$ cat src/rtl/sha_round_sequencer.sv
// Control sequencer for one SHA-256 message block: initial hash load, message fetch,
// compression rounds, final add and digest write-back, with start/busy/done, stall and chaining.
module sha_round_sequencer #(
  parameter int IN_WORDS  = 16,
  parameter int ROUNDS    = 64,
  parameter int OUT_WORDS = 8,
  parameter int IN_BASE   = 0,
  parameter int OUT_BASE  = 0,
  parameter int ADDR_W    = 4,
  parameter int ROUND_W   = 6
) (
  input  logic               clk,
  input  logic               reset,
  input  logic               start,
  input  logic               chain,
  input  logic               hold,
  output logic               busy,
  output logic               done,
  output logic               init_en,
  output logic               in_mem_en,
  output logic [ADDR_W-1:0]  in_mem_addr,
  output logic               load_en,
  output logic               round_en,
  output logic [ROUND_W-1:0] k_num,
  output logic               add_en,
  output logic               out_mem_en,
  output logic [ADDR_W-1:0]  out_mem_addr
);

  localparam int MAX_IR  = (IN_WORDS > ROUNDS) ? IN_WORDS : ROUNDS;
  localparam int MAX_CNT = (MAX_IR > OUT_WORDS) ? MAX_IR : OUT_WORDS;
  localparam int CNT_W   = (MAX_CNT > 1) ? $clog2(MAX_CNT) : 1;

  localparam logic [CNT_W-1:0] IN_LAST    = CNT_W'(IN_WORDS - 1);
  localparam logic [CNT_W-1:0] ROUND_LAST = CNT_W'(ROUNDS - 1);
  localparam logic [CNT_W-1:0] OUT_LAST   = CNT_W'(OUT_WORDS - 1);

  typedef enum logic [2:0] {
    IDLE, INIT, LOAD, ROUND, ADD, WRITE, DONE
  } state_t;

  state_t             state_reg, state_next;
  logic [CNT_W-1:0]   cnt_reg, cnt_next;

  logic               busy_reg;
  logic               done_reg;
  logic               init_en_reg;
  logic               in_mem_en_reg;
  logic               load_en_reg;
  logic               round_en_reg;
  logic               add_en_reg;
  logic               out_mem_en_reg;
  logic [ADDR_W-1:0]  in_mem_addr_reg;
  logic [ROUND_W-1:0] k_num_reg;
  logic [ADDR_W-1:0]  out_mem_addr_reg;

  // Next-step decode; a held non-idle state simply repeats itself, so the step
  // executes exactly once after release.
  always_comb begin
    state_next = state_reg;
    cnt_next   = cnt_reg;
    if (state_reg == IDLE) begin
      if (start) begin
        state_next = chain ? LOAD : INIT;
        cnt_next   = '0;
      end
    end else if (!hold) begin
      unique case (state_reg)
        INIT: begin
          state_next = LOAD;
          cnt_next   = '0;
        end
        LOAD: begin
          if (cnt_reg == IN_LAST) begin
            state_next = ROUND;
            cnt_next   = '0;
          end else begin
            cnt_next = cnt_reg + 1'b1;
          end
        end
        ROUND: begin
          if (cnt_reg == ROUND_LAST) begin
            state_next = ADD;
            cnt_next   = '0;
          end else begin
            cnt_next = cnt_reg + 1'b1;
          end
        end
        ADD: begin
          state_next = WRITE;
          cnt_next   = '0;
        end
        WRITE: begin
          if (cnt_reg == OUT_LAST) begin
            state_next = DONE;
            cnt_next   = '0;
          end else begin
            cnt_next = cnt_reg + 1'b1;
          end
        end
        DONE: begin
          state_next = IDLE;
          cnt_next   = '0;
        end
        default: begin
          state_next = IDLE;
          cnt_next   = '0;
        end
      endcase
    end
  end

  // Outputs are registered from the upcoming state; addresses and k_num only
  // move while their own phase is entered, otherwise they keep the last value.
  always_ff @(posedge clk) begin
    if (reset) begin
      state_reg        <= IDLE;
      cnt_reg          <= '0;
      busy_reg         <= 1'b0;
      done_reg         <= 1'b0;
      init_en_reg      <= 1'b0;
      in_mem_en_reg    <= 1'b0;
      load_en_reg      <= 1'b0;
      round_en_reg     <= 1'b0;
      add_en_reg       <= 1'b0;
      out_mem_en_reg   <= 1'b0;
      in_mem_addr_reg  <= '0;
      k_num_reg        <= '0;
      out_mem_addr_reg <= '0;
    end else begin
      state_reg      <= state_next;
      cnt_reg        <= cnt_next;
      busy_reg       <= (state_next != IDLE);
      done_reg       <= (state_next == DONE);
      init_en_reg    <= (state_next == INIT);
      in_mem_en_reg  <= (state_next == LOAD);
      load_en_reg    <= (state_next == LOAD);
      round_en_reg   <= (state_next == ROUND);
      add_en_reg     <= (state_next == ADD);
      out_mem_en_reg <= (state_next == WRITE);
      if (state_next == LOAD) begin
        in_mem_addr_reg <= ADDR_W'(IN_BASE) + ADDR_W'(cnt_next);
      end
      if (state_next == ROUND) begin
        k_num_reg <= ROUND_W'(cnt_next);
      end
      if (state_next == WRITE) begin
        out_mem_addr_reg <= ADDR_W'(OUT_BASE) + ADDR_W'(cnt_next);
      end
    end
  end

  // A stall suppresses every strobe in the same cycle; busy and addresses are unaffected.
  assign busy         = busy_reg;
  assign done         = done_reg       & ~hold;
  assign init_en      = init_en_reg    & ~hold;
  assign in_mem_en    = in_mem_en_reg  & ~hold;
  assign load_en      = load_en_reg    & ~hold;
  assign round_en     = round_en_reg   & ~hold;
  assign add_en       = add_en_reg     & ~hold;
  assign out_mem_en   = out_mem_en_reg & ~hold;
  assign in_mem_addr  = in_mem_addr_reg;
  assign k_num        = k_num_reg;
  assign out_mem_addr = out_mem_addr_reg;

endmodule

$ cat config.mk
export PLATFORM = sky130hd
export DESIGN_NAME = sha_round_sequencer
export DESIGN_NICKNAME = d
export VERILOG_FILES = /design/src/rtl/sha_round_sequencer.sv
export SDC_FILE = /design/constraint.sdc
export NUM_CORES = 1
export LEC_CHECK = 0
export CAP_MARGIN = 20
export CORE_ASPECT_RATIO = 0.9
export CORE_MARGIN = 8
export CORE_UTILIZATION = 52
export CTS_CLUSTER_DIAMETER = 150
export CTS_CLUSTER_SIZE = 16
export DETAILED_ROUTE_END_ITERATION = 6
export PLACE_DENSITY = 0.78
export SYNTH_ARGS = -nofsm -noshare
export SYNTH_HDL_FRONTEND = slang
export SYNTH_SLANG_ARGS = --single-unit
export TNS_END_PERCENT = 10
$ cat constraint.sdc
create_clock -name clk -period 2.5 [get_ports clk]
set_input_delay 0.5 -clock clk [delete_from_list [all_inputs] [get_ports clk]]
set_output_delay 0.5 -clock clk [all_outputs]
set_load 0.03 [all_outputs]
# Word level (Yosys, flattened, before mapping)
# Index checks and enable logic that the tools add are counted.
dict set report totals {
  ramBits 0
  in_bits 5
  n_memories 0
  elab_cells 51
  romBits 0
  latchBits 0
  output_inout_bits 22
  regBits 30
}
dict set report op_classes {
  n_addsub 1
  n_eq_ne 14
  shift 0
  n_bitwise 7
  muxes 15
  mul 0
  reduce_logical 2
  magnitude_cmp 0
  div_mod_pow 0
}
# op n
set ops {}
lappend ops {{$mux 6} 6}
lappend ops {{$mux 3} 6}
lappend ops {{$pmux 6 s3} 1}
lappend ops {{$eq 3x3->1 const B} 5}
lappend ops {{$pmux 3 s5} 1}
lappend ops {{$eq 3x2->1 const B} 4}
lappend ops {{$add 6x1->6 const B} 1}
lappend ops {{$and 1x1->1} 6}
lappend ops {{$eq 3x1->1 const B} 2}
lappend ops {{$eq 6x3->1 const B} 1}
lappend ops {{$eq 6x4->1 const B} 1}
lappend ops {{$eq 6x6->1 const B} 1}
lappend ops {{$logic_not 3->1} 1}
lappend ops {{$reduce_bool 3->1} 1}
lappend ops {{$mux 2} 1}
lappend ops {{$not 1->1} 1}

# Depth between registers and ports, before layout
# Gate-level depths: netlist of the first run.
dict set report logic_depth {
  word_depth 6
  ltp_mapped 7
}

# Least setup slack after synthesis of the first run
# Ideal clock, no wire load.
dict set report synth_path {
  kind {reg-to-reg}
  start {register cnt_reg[0]}
  end {register in_mem_addr_reg[0] (netlist: in_mem_addr[0])}
  synth_period_minus_slack_ns 2.285
  stages_incl_launch_ff 8
  setup_slack_ns 0.215
  path_buffers 1
  t_arrival_ns 2.164
  path_cell_list {dfxtp_1 -> ha_1 -> nand4bb_1 -> or4_4 -> a32o_1 -> buf_6 -> nor3_4 -> mux2_4}
}
dict set report synth_via {
  elab_chain_len 6
  word_cells_on_any_way 18
  classes_between {1 x add/sub; 4 x eq/ne; 13 x mux}
}
# element line
set synth_lines {}
lappend synth_lines {{start: declaration} 43} ;# logic [CNT_W-1:0] cnt_reg, cnt_next;
lappend synth_lines {{start signal: assignment} 132} ;# cnt_reg <= cnt_next;
lappend synth_lines {{branches (longest 6 deep; another with $add 6x1->6)} --}
lappend synth_lines {{end signal: assignment} 142} ;# in_mem_addr_reg <= ADDR_W'(IN_BASE) + ADDR_W'(cnt_next);
lappend synth_lines {{end: declaration} 53} ;# logic [ADDR_W-1:0] in_mem_addr_reg;
# Parallel ways; which one is timed is not known.
# A chain may end at the register's enable or synchronous reset.

# Final worst setup path of the first run
dict set report layout_path {
  start {input hold}
  end {register k_num_reg[3] (netlist: k_num[3])}
}
dict set report layout_via {
  elab_chain_len 3
  word_cells_on_any_way 5
  classes_between {1 x eq/ne; 4 x mux}
}
# element line
set layout_lines {}
lappend layout_lines {{start: declaration} 16} ;# input logic hold,
lappend layout_lines {{$mux 3} 67} ;# end else if (!hold) begin
lappend layout_lines {{$mux 3} 62} ;# if (state_reg == IDLE) begin
lappend layout_lines {{$eq 3x2->1} 144} ;# if (state_next == ROUND) begin
lappend layout_lines {{end signal: assignment} 145} ;# k_num_reg <= ROUND_W'(cnt_next);
lappend layout_lines {{end: declaration} 54} ;# logic [ROUND_W-1:0] k_num_reg;
# Parallel ways exist; a longest one is shown, timed or not.

==> flow_metrics.py, run 1 <==
metrics = {
    "global_route": {
        "grt_antenna_before_repair": 0,
        "grt.met2_usage_pct": 29.7,
        "grt_overflow": 0,
        "grt_pass1_vias": 1583,
        "top_usage_layer": "met2",
        "grtUsageMet1_pct": 23.7,
        "grt_pass1_wl_mm": 7.53,
        "grt_use_met3_pct": 5.78,
        "grt_usage_pct": 19.1,
        "grt_max_degree": 29,
    },
    "timing": {
        "post-route-period-util_pct": 94.0,
        "slew_headroom_pct": 66.8,
        "finalSetupViolations": 0,
        "clock.fmax_mhz": 426,
        "skew_ps": 9.06,
        "fin_crit_ps": 2350,
        "grt_setup_unrepaired": "no",
        "worst_pin_slew_ps": 496,
        "maxSlewViolCount": 0,
        "hold_viol_final": 0,
    },
    "yosys": {
        "synth_area_um2": 1590,
        "yosys_warnings": 0,
        "synth_cell_types": 46,
        "yosys-top-cells-count": "30 x dfxtp_1, 15 x nor2b_1, 14 x nor2_1",
        "synth_top_area_cell": "dfxtp_1",
        "synthFlopType": "dfxtp_1",
        "avgSynthCellArea_um2": 9.16,
        "ys_top_cells_by_area": "dfxtp_1 38%, nor2b_1 5.9%, mux2_4 3.8%, a32oi_4 3.5%, nor2_1 3.3%",
        "synth_edf_count": 0,
        "synth_cells": 174,
        "yosys_register_bits": 30,
        "synth-async-reset-ratio_pct": 0,
        "synth_top_area_share_pct": 37.7,
        "synth_nets": 180,
        "yosysMostFrequentCell": "dfxtp_1",
        "synth_seq_area_share_pct": 37.7,
    },
    "cells_and_area": {
        "fillers": 248,
        "regArea_um2": 601,
        "drive_gt1_share_pct": 25.7,
        "final_cells": 264,
        "nets": 227,
        "diodes": 0,
        "syn_to_final_growth_pct": 31.7,
        "multi_input_area_um2": 911,
        "final_util_pct": 70.1,
    },
    "cts": {
        "clk_path_buf_depth": 2,
        "cts_tree": "done",
        "htreeDepth": 2,
        "ctsResizeCount": 0,
        "cts_root_buf": "clkbuf_4",
        "cts_hold_buf": 0,
        "cts_buffers": 5,
        "post_cts_buffers": 0,
        "clk_pin_slew_ps": 100,
        "clock_sinks": 30,
        "clkLatencyLatePin_ps": 330,
    },
    "setup_path": {
        "worst-setup-path-type": "input pin to register",
        "worstSetupStartpointType": "input pin",
        "crit_path_end_kind": "register",
        "crit_chain": "clkdlybuf4s50_1 -> nand2b_1 -> or4_4 -> a32o_1 -> buf_4 -> nor4_1 -> nor3_1",
        "cp_slowest_stage_delay_ps": 480,
        "r2r_slack_ps": 190,
        "critPathArrivalTime_ps": 2560,
        "cp_max_fo": 8,
        "cp.required_ps": 2710,
        "slowest_stage": "clkdlybuf4s50_1",
    },
    "route": {
        "routedWlPerCell_um": 16.4,
        "drcViolationCount": 0,
        "ant_nets": 0,
        "first_pass_iters": 4,
        "routed-via-count": 1536,
        "dr.first_iter.drc_count": 209,
        "avgViaCountPerCell": 5.82,
        "wl_mm": 4.33,
    },
    "power": {
        "ir_drop_uv": 514,
        "leakagePower_nw": 0.822,
        "pwr_density_cell_nw_per_um2": 550,
    },
    "die": {
        "initial_utilization_pct": 53.2,
        "die_area_um2": 5100,
        "die_w_um": 74.4,
        "ioPinCount": 27,
        "row_count": 19,
        "die_h_um": 68.5,
        "core_area_um2": 3000,
    },
    "worst_hold_path": {
        "hp-class": "register to register",
    },
    "placement": {
        "dp_cells": 256,
        "gp_congestion": 0.869,
        "port_buffers": 26,
        "hpwlAfterDp_mm": 3.17,
    },
    "job": {
        "maxCapViolCount": 0,
    },
    "run_status": {
        "status": "finished clean",
    },
}
[per-layer routing]
metal / part of all wire, % / wire length [µm]
met1: 44 / 1920
met3: 6.7 / 289
met2: 48 / 2070
met5: 0 / 0
met4: 1.1 / 46
[worst max-delay path: cells and delay by family]
kind | cells | cell delay [ps]
buffers and inverters | 2 | 660
AO/OA/AOI/OAI | 1 | 290
AND/OR/NAND/NOR | 4 | 1120
[path summary, 6_finish.rpt]
| path | to | cells past startpoint | from |
|---|---|---|---|
| setup / recovery | k_num[3]$_SDFFE_PP0N_ | 7 | hold |
| hold / removal | k_num[4]$_SDFFE_PP0N_ | 2 | k_num[4]$_SDFFE_PP0N_ |
| setup reg to reg | k_num[0]$_SDFFE_PP0N_ | 6 | cnt_reg[0]$_SDFF_PP0_ |
| hold reg to reg | k_num[4]$_SDFFE_PP0N_ | 2 | k_num[4]$_SDFFE_PP0N_ |
[logic make-up after synthesis]
family	synth area share [%]
adders and majority gates	0.785
buffers and inverters	5.18
muxes	7.14
AOI/OAI and AO/OA	17.7
DFF	37.7
and+or+nand+nor	31.6
[stage by stage]
| step | setup TNS [ps] | setup WS, ps | hold slack (ps) | power (mW) | area [µm²] |
|---|---|---|---|---|---|
| 6_report | 0 | 150 | 488 | 1.15 | 2100 |
| 3_3_place_gp | -163 | -44.6 | 470 | 0.778 | 2020 |
| 3_5_place_dp | -1140 | -159 | 477 | 0.785 | 2020 |
| 4_1_cts | 0 | 165 | 496 | 1.16 | 2100 |
| 5_1_grt | 0 | 34.2 | 513 | 1.20 | 2100 |
| 2_1_floorplan | 0 | 215 | 557 | 0.690 | 1590 |
[layout by cell type, fill, tap and decap left out, drive strengths merged, types with 5 or more instances in the layout]
master and instances:
buf 35, dfxtp 30, clkdlybuf4s50 19, nor2b 15
nor2 14, nand2 9, nand2b 8, a31oi 8
nor3 8, nor4 7, o21ai 7, clkbuf 7
mux2 7, a211oi 5, nand3 5
[area by class of cell]
class	instances	share of cell area (%)
Tap cell	42	2.50
Clock inverter	1	1.43
Clock buffer	7	2.15
Timing Repair Buffer	54	21.6
Sequential cell	30	28.6
Inverter	2	0.358
Multi-Input combinational cell	128	43.4
[where the power goes]
group	switching, mW	leakage (nW)	total (mW)	internal [mW]
Combinational	0.144	0.539	0.263	0.119
Clock	0.164	0.0395	0.377	0.212
Sequential	0.0156	0.244	0.514	0.498
Total	0.324	0.822	1.15	0.830
(Power assumes the default switching activity.)
==> run 2: changes to the inputs <==
Settings changed: SKIP_LAST_GASP set to 1.
==> results of run 2 <==
Final layout, timing and power as in run 1 (identical DEF).
==> run 3: changes to the inputs <==
Settings changed: ABC_CLOCK_PERIOD_IN_PS set to 2500.
==> results of run 3 <==
Final layout, timing and power as in run 1 (identical DEF).
